File: src/rtl/command_issue_control.sv
// Command-issue stage ahead of the tag FIFO / bookkeeping block.
// Accepts one command per cycle from the CU arbiter, pops a free tag and
// presents a registered PSL command (ah_c*) with odd parity one cycle later.
// Issue is gated on tag availability and on PSL command credits.
module command_issue_control #(
  parameter int unsigned       CMD_WIDTH    = 13,
  parameter int unsigned       ADDR_WIDTH   = 64,
  parameter int unsigned       SIZE_WIDTH   = 12,
  parameter int unsigned       TAGID_WIDTH  = 32,
  parameter int unsigned       CREDIT_WIDTH = 8,
  parameter logic [2:0]        CMD_ABT      = 3'b000
) (
  input  logic                    clock,
  input  logic                    rstn,
  input  logic                    enabled,
  input  logic [7:0]              ha_croom,
  input  logic                    cmd_in_valid,
  output logic                    cmd_in_ready,
  input  logic [CMD_WIDTH-1:0]    cmd_in_command,
  input  logic [ADDR_WIDTH-1:0]   cmd_in_address,
  input  logic [SIZE_WIDTH-1:0]   cmd_in_size,
  input  logic [TAGID_WIDTH-1:0]  cmd_in_tag_id,
  input  logic                    tag_buffer_ready,
  input  logic [7:0]              command_tag,
  output logic                    tag_command_valid,
  output logic [TAGID_WIDTH-1:0]  tag_command_id,
  input  logic                    response_valid,
  output logic                    ah_cvalid,
  output logic [CMD_WIDTH-1:0]    ah_com,
  output logic                    ah_compar,
  output logic [ADDR_WIDTH-1:0]   ah_cea,
  output logic                    ah_ceapar,
  output logic [7:0]              ah_ctag,
  output logic                    ah_ctagpar,
  output logic [SIZE_WIDTH-1:0]   ah_csize,
  output logic [2:0]              ah_cabt,
  output logic [CREDIT_WIDTH-1:0] credits,
  output logic                    credit_error
);

  typedef enum logic [1:0] {
    IDLE,
    INIT,
    RUN
  } state_t;

  localparam logic [CREDIT_WIDTH-1:0] CREDIT_MAX = '1;

  state_t                  state;
  logic [CREDIT_WIDTH-1:0] credit_count;
  logic                    accept;

  // Ready is independent of cmd_in_valid; enabled is deliberately not used so
  // that a command accepted on the disabling edge is still issued.
  always_comb begin
    cmd_in_ready      = (state == RUN) && tag_buffer_ready && (credit_count != '0);
    accept            = cmd_in_valid && cmd_in_ready;
    tag_command_valid = accept;
    tag_command_id    = cmd_in_tag_id;
    credits           = credit_count;
    ah_cabt           = CMD_ABT;
  end

  // Control FSM with credit accounting; credit_error is sticky until rstn.
  always_ff @(posedge clock or negedge rstn) begin
    if (!rstn) begin
      state        <= IDLE;
      credit_count <= '0;
      credit_error <= 1'b0;
    end else if (!enabled) begin
      state        <= IDLE;
      credit_count <= '0;
    end else begin
      case (state)
        IDLE: state <= INIT;
        INIT: begin
          credit_count <= CREDIT_WIDTH'(ha_croom);
          state        <= RUN;
        end
        RUN: begin
          // Net of issue and return: simultaneous accept and response cancel.
          if (accept && !response_valid) begin
            if (credit_count == '0) credit_error <= 1'b1;
            else                    credit_count <= credit_count - 1'b1;
          end else if (response_valid && !accept) begin
            if (credit_count == CREDIT_MAX) credit_error <= 1'b1;
            else                            credit_count <= credit_count + 1'b1;
          end
        end
        default: state <= IDLE;
      endcase
    end
  end

  // Registered PSL command; payload holds its last value when nothing issues.
  always_ff @(posedge clock or negedge rstn) begin
    if (!rstn) begin
      ah_cvalid  <= 1'b0;
      ah_com     <= '0;
      ah_compar  <= 1'b0;
      ah_cea     <= '0;
      ah_ceapar  <= 1'b0;
      ah_ctag    <= '0;
      ah_ctagpar <= 1'b0;
      ah_csize   <= '0;
    end else begin
      ah_cvalid <= accept;
      if (accept) begin
        ah_com     <= cmd_in_command;
        ah_compar  <= ~^cmd_in_command;
        ah_cea     <= cmd_in_address;
        ah_ceapar  <= ~^cmd_in_address;
        ah_ctag    <= command_tag;
        ah_ctagpar <= ~^command_tag;
        ah_csize   <= cmd_in_size;
      end
    end
  end

endmodule

File: config.mk
export PLATFORM = sky130hd
export DESIGN_NAME = command_issue_control
export DESIGN_NICKNAME = d
export VERILOG_FILES = /design/src/rtl/command_issue_control.sv
export SDC_FILE = /design/constraint.sdc
export NUM_CORES = 1
export LEC_CHECK = 0
export BUFFER_PORTS_ARGS = -buffer_cell sky130_fd_sc_hd__buf_4
export CAP_MARGIN = 0
export CORE_AREA = 2 2 114 116
export DETAILED_ROUTE_END_ITERATION = 6
export DIE_AREA = 0 0 116 118
export GPL_TIMING_DRIVEN = 0
export PLACE_DENSITY = 0.8
export SLEW_MARGIN = 10
export SYNTH_ARGS = -nofsm -noshare
export SYNTH_HDL_FRONTEND = slang
export SYNTH_SLANG_ARGS = --single-unit
File: constraint.sdc
create_clock -name clock -period 6.83 [get_ports clock]
set_clock_uncertainty 0.1 [all_clocks]
set_input_delay 0.683 -clock clock [delete_from_list [all_inputs] [get_ports clock]]
set_output_delay 0.683 -clock clock [all_outputs]
set_load 0.005 [all_outputs]
Word-level counts from Yosys, hierarchy flattened
Index checks and enable logic that the tools add are counted.
{"block": "word_totals", "elab_cells": 51, "output_inout_bits": 147, "input_bits": 143, "register_bits": 112}
{"block": "classes", "n_reduce_logical": 17, "n_eq_ne": 9, "addsub": 2, "muxes": 12}
{"cell": "$reduce_xnor A64 Y1", "count": 1}
{"cell": "$mux W8", "count": 5}
{"cell": "$pmux W8 S2", "count": 1}
{"cell": "$reduce_xnor A13 Y1", "count": 1}
{"cell": "$add A8 B1 Y8 const B", "count": 1}
{"cell": "$eq A8 B8 Y1 const B", "count": 1}
{"cell": "$logic_not A8 Y1", "count": 1}
{"cell": "$ne A4 B4 Y1 const B", "count": 2}
{"cell": "$reduce_bool A8 Y1", "count": 1}
{"cell": "$reduce_xnor A8 Y1", "count": 1}
{"cell": "$sub A8 B1 Y8 const B", "count": 1}
{"cell": "$pmux W2 S3", "count": 1}
{"cell": "$logic_and A1 B1 Y1", "count": 5}
{"cell": "$reduce_and A5 Y1", "count": 1}
{"cell": "$mux W1", "count": 4}
{"cell": "$ne A4 B2 Y1 const B", "count": 1}
{"cell": "$reduce_and A4 Y1", "count": 1}
{"cell": "$reduce_bool A2 Y1", "count": 2}
{"cell": "$ne A3 B1 Y1 const B", "count": 1}
{"cell": "$eq A2 B1 Y1 const B", "count": 1}
{"cell": "$eq A2 B2 Y1 const B", "count": 1}
{"cell": "$logic_not A1 Y1", "count": 2}
{"cell": "$logic_not A2 Y1", "count": 1}
{"cell": "$mux W2", "count": 1}
{"cell": "2 further kinds", "count": 2}

Depth between registers and ports, before layout
Gate-level depths: netlist (run 1).
{"block": "depth", "word_depth": 10, "ltp_mapped": 17}

Worst setup path before layout (run 1)
No wires, ideal clock.
{"block": "synth_timing", "kind": "register to register", "startpoint": "reg credit_count[5], in the netlist credits[5]", "endpoint": "reg credit_count[7], in the netlist credits[7]", "required_time_ns": 6.661, "setup_time_ns": 0.069, "setup_slack_ns": 3.377, "stages_incl_launch_ff": 16, "path_buffers": 2, "arrival_time_ns": 3.284, "cell_sequence": "dfrtp_1 > nor4_1 > a21oi_2 > nand2_1 > buf_4 > inv_2 > buf_2 > ha_1 > ha_1 > a21o_1 > a21oi_2 > o21ai_2 > a2111o_1 > a21o_1 > a21oi_1 > nand3b_1"}
{"block": "synth_between", "elab_chain_cells": 7}
{"item": "start: declaration", "line_no": "50", "source": "logic [CREDIT_WIDTH-1:0] credit_count;"}
{"item": "start signal: assignment", "line_no": "77", "source": "credit_count <= CREDIT_WIDTH'(ha_croom);"}
{"item": "start signal: assignment", "line_no": "84", "source": "else credit_count <= credit_count - 1'b1;"}
{"item": "start signal: assignment", "line_no": "87", "source": "else credit_count <= credit_count + 1'b1;"}
{"item": "$reduce_bool A8 Y1 *", "line_no": "56", "source": "cmd_in_ready = (state == RUN) && tag_buffer_ready && (credit_count != '0);"}
{"item": "$logic_and A1 B1 Y1 *", "line_no": "56"}
{"item": "net cmd_in_ready", "line_no": "18", "source": "output logic cmd_in_ready,"}
{"item": "$logic_and A1 B1 Y1 *", "line_no": "57", "source": "accept = cmd_in_valid && cmd_in_ready;"}
{"item": "net tag_command_valid", "line_no": "25", "source": "output logic tag_command_valid,"}
{"item": "$logic_not A1 Y1 or $logic_and A1 B1 Y1 (tied branches)", "line_no": "85, 82"}
{"item": "$logic_and A1 B1 Y1 or $mux W8 (tied branches)", "line_no": "85, 82"}
{"item": "$ne A4 B2 Y1 (no source line) or $pmux W8 S2 (tied branches)"}
{"item": "$reduce_and A4 Y1 (no source line) or $mux W8 (tied branches)"}
The timed path passes the listed nets; every way through them passes the cells marked *. The select of a mux whose other input is x is not followed.
A chain may end at the register's enable or synchronous reset.

Worst setup path in the final report (run 1)
{"block": "layout_timing", "startpoint": "reg credit_count[5], in the netlist credits[5]", "endpoint": "reg credit_count[7], in the netlist credits[7]"}
{"block": "layout_between", "elab_chain_cells": 7}
{"item": "branches (longest 7 deep; another with $add A8 B1 Y8)"}
Several ways; the timed one is not identified. The select of a mux whose other input is x is not followed.

==> summary.txt, run 1 <==
Clock network
  • Clk Latency, worst-skew pair: 340 ps
  • CTS tree: built
  • Post-CTS Repair Setup Buffers: 0
  • CTS clock-pin slew for the worst setup and hold paths: 70 ps
  • Root Buffer: clkbuf_16
  • Cts hold-fix bufs: 0
  • TritonCTS Buffers: 9
  • Clock tree buffer depth: 2
  • # clock sinks: around 110
  • Post-cts resize count: 0
  • H-tree depth: 3

Worst setup path
  • Worst Path Arrival: about 4200 ps
  • CP Data Required Time: roughly 7000 ps
  • Startpoint Class: flop
  • CP delay by family, top: compound AO/OA/AOI/OAI gates
  • Max stage delay cell, worst path: nor4_1
  • Critical path's largest stage delay: 450 ps
  • CP bufs+invs: 3
  • Crit end category: flop
  • Critical path class: reg -> reg
  • CP Max Fanout: 12
  • Crit path cell chain: nor4_1 > a21oi_2 > nand2_1 > buf_4 > inv_2 > buf_2 > ha_1 > ha_1 > a21o_1 > a21oi_2 > o21ai_2 > a2111o_1 > a21o_1 > a21oi_1 > nand3b_1

Detailed routing
  • DR WL/cell: ~16 µm
  • Antenna Nets Post-Route: 0
  • Via density: 4.766
  • DRC Markers: 0
  • Number of detailed-routing iterations run before antenna repair: 4
  • Vias: approximately 4,300
  • Starting DRT DRC Count: 131
  • Detailed Route WL: 14,300 µm

Placed design
  • GP Congestion: 0.8870
  • DP Wirelength: 11,380 µm
  • Port bufs: 253

Synthesis
  • Largest family of logic cells by synthesized area: multiplexers
  • Top-count cell post-synth: dfrtp_1
  • Share of the synthesized area in the top cell type: 0.5006
  • Seq/Total Area, Yosys: 0.5006
  • Top FF cell, synth: dfrtp_1
  • Synthesized area per cell: between 10 and 15 µm²
  • Mux cell area share after synthesis: 0.1727
  • Commonest cells in the netlist: 112 x dfrtp_1, 74 x xnor2_1, 53 x nand2_1, 52 x mux2_2, 37 x buf_4
  • Synth Instances: 465
  • Synth Register Bits: 112
  • Post-Synth Adder-Cell Area: 0.01922
  • Dominant cell type by area after synthesis: dfrtp_1
  • Async set-reset flop share out of synthesis: 1.000
  • Number of flops mapped to enable cells by yosys: 0
  • Synth top area cells: dfrtp_1 50%, xnor2_1 12%, mux2_2 10%, mux2_1 6.6%, buf_4 5.0%
  • Syn Std Cell Area: between 5000 and 6000 µm²
  • Synth unique cells: 43
  • YS warnings: 0
  • Synth Area in XOR/XNOR: 0.1330
  • Compound-cell area share of the yosys netlist: 0.03687
  • Simple-Gate Fraction of Synth Area: 0.06525

STA
  • Period utilization: 0.5832
  • Pins over their slew limit: 0
  • Worst hold slack: roughly 380 ps
  • RSZ-0062 raised after global routing: false
  • Total Neg Setup Slack: 0 ps
  • Min Tclk post-route: 3984 ps
  • Final Hold Vio Count: 0
  • Fmax: 0.2510 GHz
  • Slew @ Worst Pin: 1003 ps
  • Slew headroom: 0.3314
  • # setup viols final: 0

Floorplanning
  • Die area: 13,690 µm²
  • Cell Rows: 41
  • Chip width: 116 µm
  • Ports: 290
  • Die H: 118 µm
  • Total core area: 12,410 µm²
  • Starting density of the core: 0.4510

Pwr
  • Power Density: ~330 nW/µm²
  • VDD IR max: 0.1719 mV
  • Leak pwr: 0.004001 µW

Final layout
  • Area grow syn2layout: 43.04%
  • Share of cells above drive strength 1: 0.5075
  • ANT cells: 0
  • Fin nets: 882
  • # fillers: 975

GRT
  • GR Overflow Total: 0
  • First-pass GRT wire length: between 20,000 and 25,000 µm
  • Number of global-route vias before repair: 4,489
  • All-layer global routing usage: 0.2080
  • Largest net degree at the start of global routing: 113
  • Initial antenna violation count: 0

Hold path
  • Tightest Hold Check Type: in -> async

Run
  • Max-cap violations: 0

Outcome
  • Status: finished, final reports clean
==> layout by cell type (no fill, tap or decap), types with 2 or more instances in the layout <==
| cell type | n |
|---|---|
| nor2_1 | 6 |
| xor2_1 | 11 |
| clkbuf_8 | 3 |
| buf_2 | 6 |
| conb_1 | 3 |
| inv_1 | 7 |
| o21ai_1 | 2 |
| a21oi_1 | 5 |
| xnor2_1 | 74 |
| dfrtp_1 | 112 |
| a21o_1 | 3 |
| or3_1 | 2 |
| buf_6 | 6 |
| nand2b_1 | 2 |
| buf_4 | 289 |
| mux2_1 | 33 |
| a21oi_2 | 2 |
| nand3_1 | 6 |
| nand4_1 | 2 |
| nor3_1 | 3 |
| ha_1 | 7 |
| clkbuf_16 | 9 |
| mux2_2 | 52 |
| a21boi_0 | 2 |
| nand2_1 | 53 |
| clkbuf_1 | 3 |
| o21ai_0 | 12 |
==> kinds of logic after synthesis <==
family,count (synthesis)
buf+inv,58
simple gates,82
fa+ha+maj,8
other cells,1
xor+xnor,85
flops,112
mux,86
compound gates,33
==> stage by stage <==
step	total power, µW	util	cells	cell area, µm²	setup slack, ps
6_report	2681	0.6451	907	8009	2846
5_1_grt	2857	0.6451	907	8009	2555
4_1_cts	2711	0.6451	907	8009	2843
3_5_place_dp	2202	0.6223	892	7725	2843
3_3_place_gp	2154	0.6220	892	7721	2871
2_1_floorplan	1539	-	467	5607	3377
==> path summary, 6_finish.rpt <==
check	from	to	slack, ps	depth (start not counted)
setup / recovery	credits[5]	credits[7]	2850	15
hold / removal	rstn	ah_com[5]	380	1
setup reg to reg	credits[5]	credits[7]	2850	15
hold reg to reg	state[0]	state[0]	380	1
max in group asynchronous	rstn	ah_csize[2]	5590	1
min in group clock	state[0]	state[0]	380	1
==> power breakdown <==
part,switching (µW),leakage [µW],internal [µW]
sequential,166,0.00140,951
clock,227,0.000142,276
combinational,389,0.00246,671
==> layout make-up <==
type                    instances  area (µm²)  share of cell area
flip-flops and latches        112        2803              0.3499
multi-input cells             297        2402              0.3000
repair buffers                253        1903              0.2376
plain buffers                  50       371.6             0.04640
clock buffers                  13       270.3             0.03374
well taps                     172       215.2             0.02687
inverters                       8       30.03            0.003749
clock inverters                 2       13.76            0.001718
==> routing by layer <==
metal	global-route usage	vias to the layer above	wire, µm
li1	-	2042	-
met1	0.2490	2092	5671
met2	0.3681	180	7335
met3	0.06025	9	1150
met4	0.04390	0	140
met5	0	-	0
==> flip-flops by register name (all words and copies together) (netlist names) <==
register      cells
ah_cea           64
ah_com           13
ah_csize         12
ah_ctag           8
credits           8
state             2
ah_ceapar         1
ah_compar         1
ah_ctagpar        1
ah_cvalid         1
credit_error      1
==> worst reg2reg max path, delay by kind of cell, from the launching register on <==
kind / cells / cell delay [ps]
adder cells (fa/ha/maj): 2 / 710
AO/OA/AOI/OAI: 7 / 1330
AND/OR/NAND/NOR: 3 / 790
buffers and inverters: 3 / 520
flip-flops: 1 / 440
Power figures use the tool's default switching activity.
==> run 2: changes to the inputs <==
Settings changed: ABC_AREA set to 1, CORE_AREA 2 2 114 116 to unset, CORE_UTILIZATION set to 48, DIE_AREA 0 0 116 118 to unset, PLACE_DENSITY 0.8 to 0.81.
Clock period 6.83 ns to 4.06 ns, I/O delays scaled along.
==> summary.txt, run 2 <==
Outcome
  • Status: finished, final reports clean

Hold path
  • Tightest Hold Check Type: in -> reg
  • Worst hold stages: 3

Synthesis
  • Synthesized area per cell: 7.052 µm²
  • Dominant cell type by area after synthesis: dfrtp_1
  • Synth top area cells: dfrtp_1 43%, nand2_1 31%, buf_4 5.2%, inv_1 3.5%, xnor2_1 3.3%
  • YS warnings: 0
  • Async set-reset flop share out of synthesis: 1.000
  • Share of the synthesized area in the top cell type: 0.4250
  • Number of flops mapped to enable cells by yosys: 0
  • Synth Instances: 935
  • Synth unique cells: 35
  • Syn Std Cell Area: ~6600 µm²
  • Synth Register Bits: 112
  • Top-count cell post-synth: nand2_1
  • Top FF cell, synth: dfrtp_1
  • Seq/Total Area, Yosys: 0.4250
  • Commonest cells in the netlist: 545 x nand2_1, 112 x dfrtp_1, 62 x inv_1, 46 x buf_4, 40 x o21ai_0

Floorplanning
  • Die H: 119.2 µm
  • Ports: 290
  • Cell Rows: 42
  • Chip width: 119.2 µm
  • Total core area: about 13,000 µm²
  • Die area: 14,210 µm²
  • Starting density of the core: 0.4960

Pwr
  • Leak pwr: roughly 0.0053 µW
  • VDD IR max: 0.3503 mV
  • Power Density: 492.4 nW/µm²

GRT
  • All-layer global routing usage: 0.2556
  • Largest net degree at the start of global routing: 69
  • GR Overflow Total: 0
  • First-pass GRT wire length: 29,070 µm
  • Number of global-route vias before repair: approximately 6,200
  • Initial antenna violation count: 0

Worst setup path
  • Critical path's most frequent cell: nand2_1
  • Worst reg-to-reg path cell count: 17
  • Startpoint Class: flop
  • CP Depth: 17
  • Critical path class: reg -> reg
  • CP bufs+invs: 5
  • CP Max Fanout: 12
  • CP Data Required Time: 4200 ps
  • CP delay by family, top: simple AND/OR/NAND/NOR gates
  • Critical path's largest stage delay: 420 ps
  • Crit path cell chain: nor2_2 > inv_2 > nor2_2 > nand2_2 > buf_6 > inv_4 > buf_6 > ha_1 > inv_1 > fa_1 > o21ai_0 > nand3_1 > nand2_1 > xnor2_1 > nand2_1 > nand2_1 > o21ai_0
  • Worst Path Arrival: 3730 ps
  • Crit end category: flop
  • Max stage delay cell, worst path: ha_1

Run
  • Max-cap violations: 0

Detailed routing
  • Vias: around 6,600
  • DRC Markers: 0
  • Starting DRT DRC Count: approximately 290
  • Detailed Route WL: 17,750 µm
  • Antenna Nets Post-Route: 0
  • DR WL/cell: 12.83 µm
  • Via density: 4.757
  • Number of detailed-routing iterations run before antenna repair: 5

Placed design
  • GP Congestion: 0.8783
  • DP Wirelength: about 14,000 µm
  • Port bufs: 254

STA
  • Fmax: 0.2786 GHz
  • Pins over their slew limit: 0
  • Min Tclk post-route: approximately 3600 ps
  • Period utilization: 0.8842
  • Total Neg Setup Slack: 0 ps
  • RSZ-0062 raised after global routing: false
  • Worst hold slack: 151.0 ps
  • Final Hold Vio Count: 0
  • # setup viols final: 0

Final layout
  • Top reg by flops: ah_cea
  • Max reg flops: 64
  • Largest registers: ah_cea (64), ah_com (13), ah_csize (12)
  • Most common cell after layout, fill and taps aside: nand2_1
  • Share of cells above drive strength 1: 0.2773
  • Area grow syn2layout: 37.38%
  • Fin nets: around 1,400
  • Most frequent cells in the layout: 545 x nand2_1, 299 x buf_4, 112 x dfrtp_1, 62 x inv_1, 40 x o21ai_0
  • ANT cells: 0

Clock network
  • CTS tree: built
  • CTS clock-pin slew for the worst setup and hold paths: 70 ps
  • Root Buffer: clkbuf_16
  • # clock sinks: 112
  • TritonCTS Buffers: 9
  • Post-CTS Repair Setup Buffers: 0
  • Clock tree buffer depth: 2
  • Clk Latency, worst-skew pair: roughly 350 ps
  • H-tree depth: 3
-- run 2: changes by cell type in the layout (fill, tap and decap cells not counted), moves of 10 or more --
cell | before | now
o21ai_0 | 12 | 40
mux2_2 | 52 | 0
mux2_1 | 33 | 0
buf_4 | 289 | 299
inv_1 | 7 | 62
xnor2_1 | 74 | 25
o21ai_1 | 2 | 17
nand2_1 | 53 | 545
-- run 2: tightest hold or removal path: cells and delay by family --
kind / cells / cell delay (ps)
AND/OR/NAND/NOR: 2 / 80
buffers and inverters: 1 / 70
-- run 2: cell families (layout without fill, tap and decap cells) --
logic type / count (synthesis) / after routing / synth area share
buffers and inverters: 121 / 392 / 0.1030
DFF: 112 / 112 / 0.4250
adders and majority gates: 8 / 8 / 0.01632
xor gates and xnor gates: 44 / 44 / 0.05844
AOI/OAI and AO/OA: 72 / 72 / 0.05920
other: 1 / 3 / 0.0005687
and+or+nand+nor: 577 / 577 / 0.3374
-- run 2: report_power, final --
group | leakage (µW) | switching [µW] | internal, µW
clock | 0.000139 | 397 | 492
combinational | 0.00376 | 772 | 959
sequential | 0.00142 | 273 | 1570
-- run 2: cell type report --
class	count	area (µm²)
repair buffers	256	1948
well taps	176	220.2
plain buffers	57	436.7
inverters	64	242.7
fillers	1152	4237
clock inverters	3	42.54
multi-input cells	704	3119
flip-flops and latches	112	2803
clock buffers	12	246.5
-- run 2: metrics by stage --
stage	instances	setup WS, ps	util	instance area, µm²	power [µW]
2_1_floorplan	937	998.2	-	6601	2520
3_3_place_gp	1367	483.0	0.6565	8728	3535
3_5_place_dp	1368	475.3	0.6589	8760	3598
4_1_cts	1384	438.2	0.6813	9059	4506
5_1_grt	1384	114.0	0.6813	9059	4789
6_report	1384	470.2	0.6813	9059	4461
-- run 2: timing repair --
item                                   in CTS  in global routing
hold buffers                                1                  0
resized for setup                           0                  0
endpoints found under the hold margin      44                  0
-- run 2: worst paths after layout --
path | from | to | slack [ps]
setup / recovery | state[0] | credits[6] | 470
hold / removal | cmd_in_size[5] | ah_csize[5] | 150
setup reg to reg | state[0] | credits[6] | 470
hold reg to reg | state[1] | state[0] | 340
max in group asynchronous | rstn | ah_ceapar | 2710
min in group asynchronous | rstn | ah_cea[30] | 450
-- run 2: per-layer routing --
metal	track usage	vias to the layer above	wire (µm)	share of wire
met2	0.4433	209	8596	0.48
li1	-	3374	-	-
met5	0	-	0	0
met4	0.08544	0	398	0.022
met1	0.3167	2976	7491	0.42
met3	0.05029	24	1266	0.071
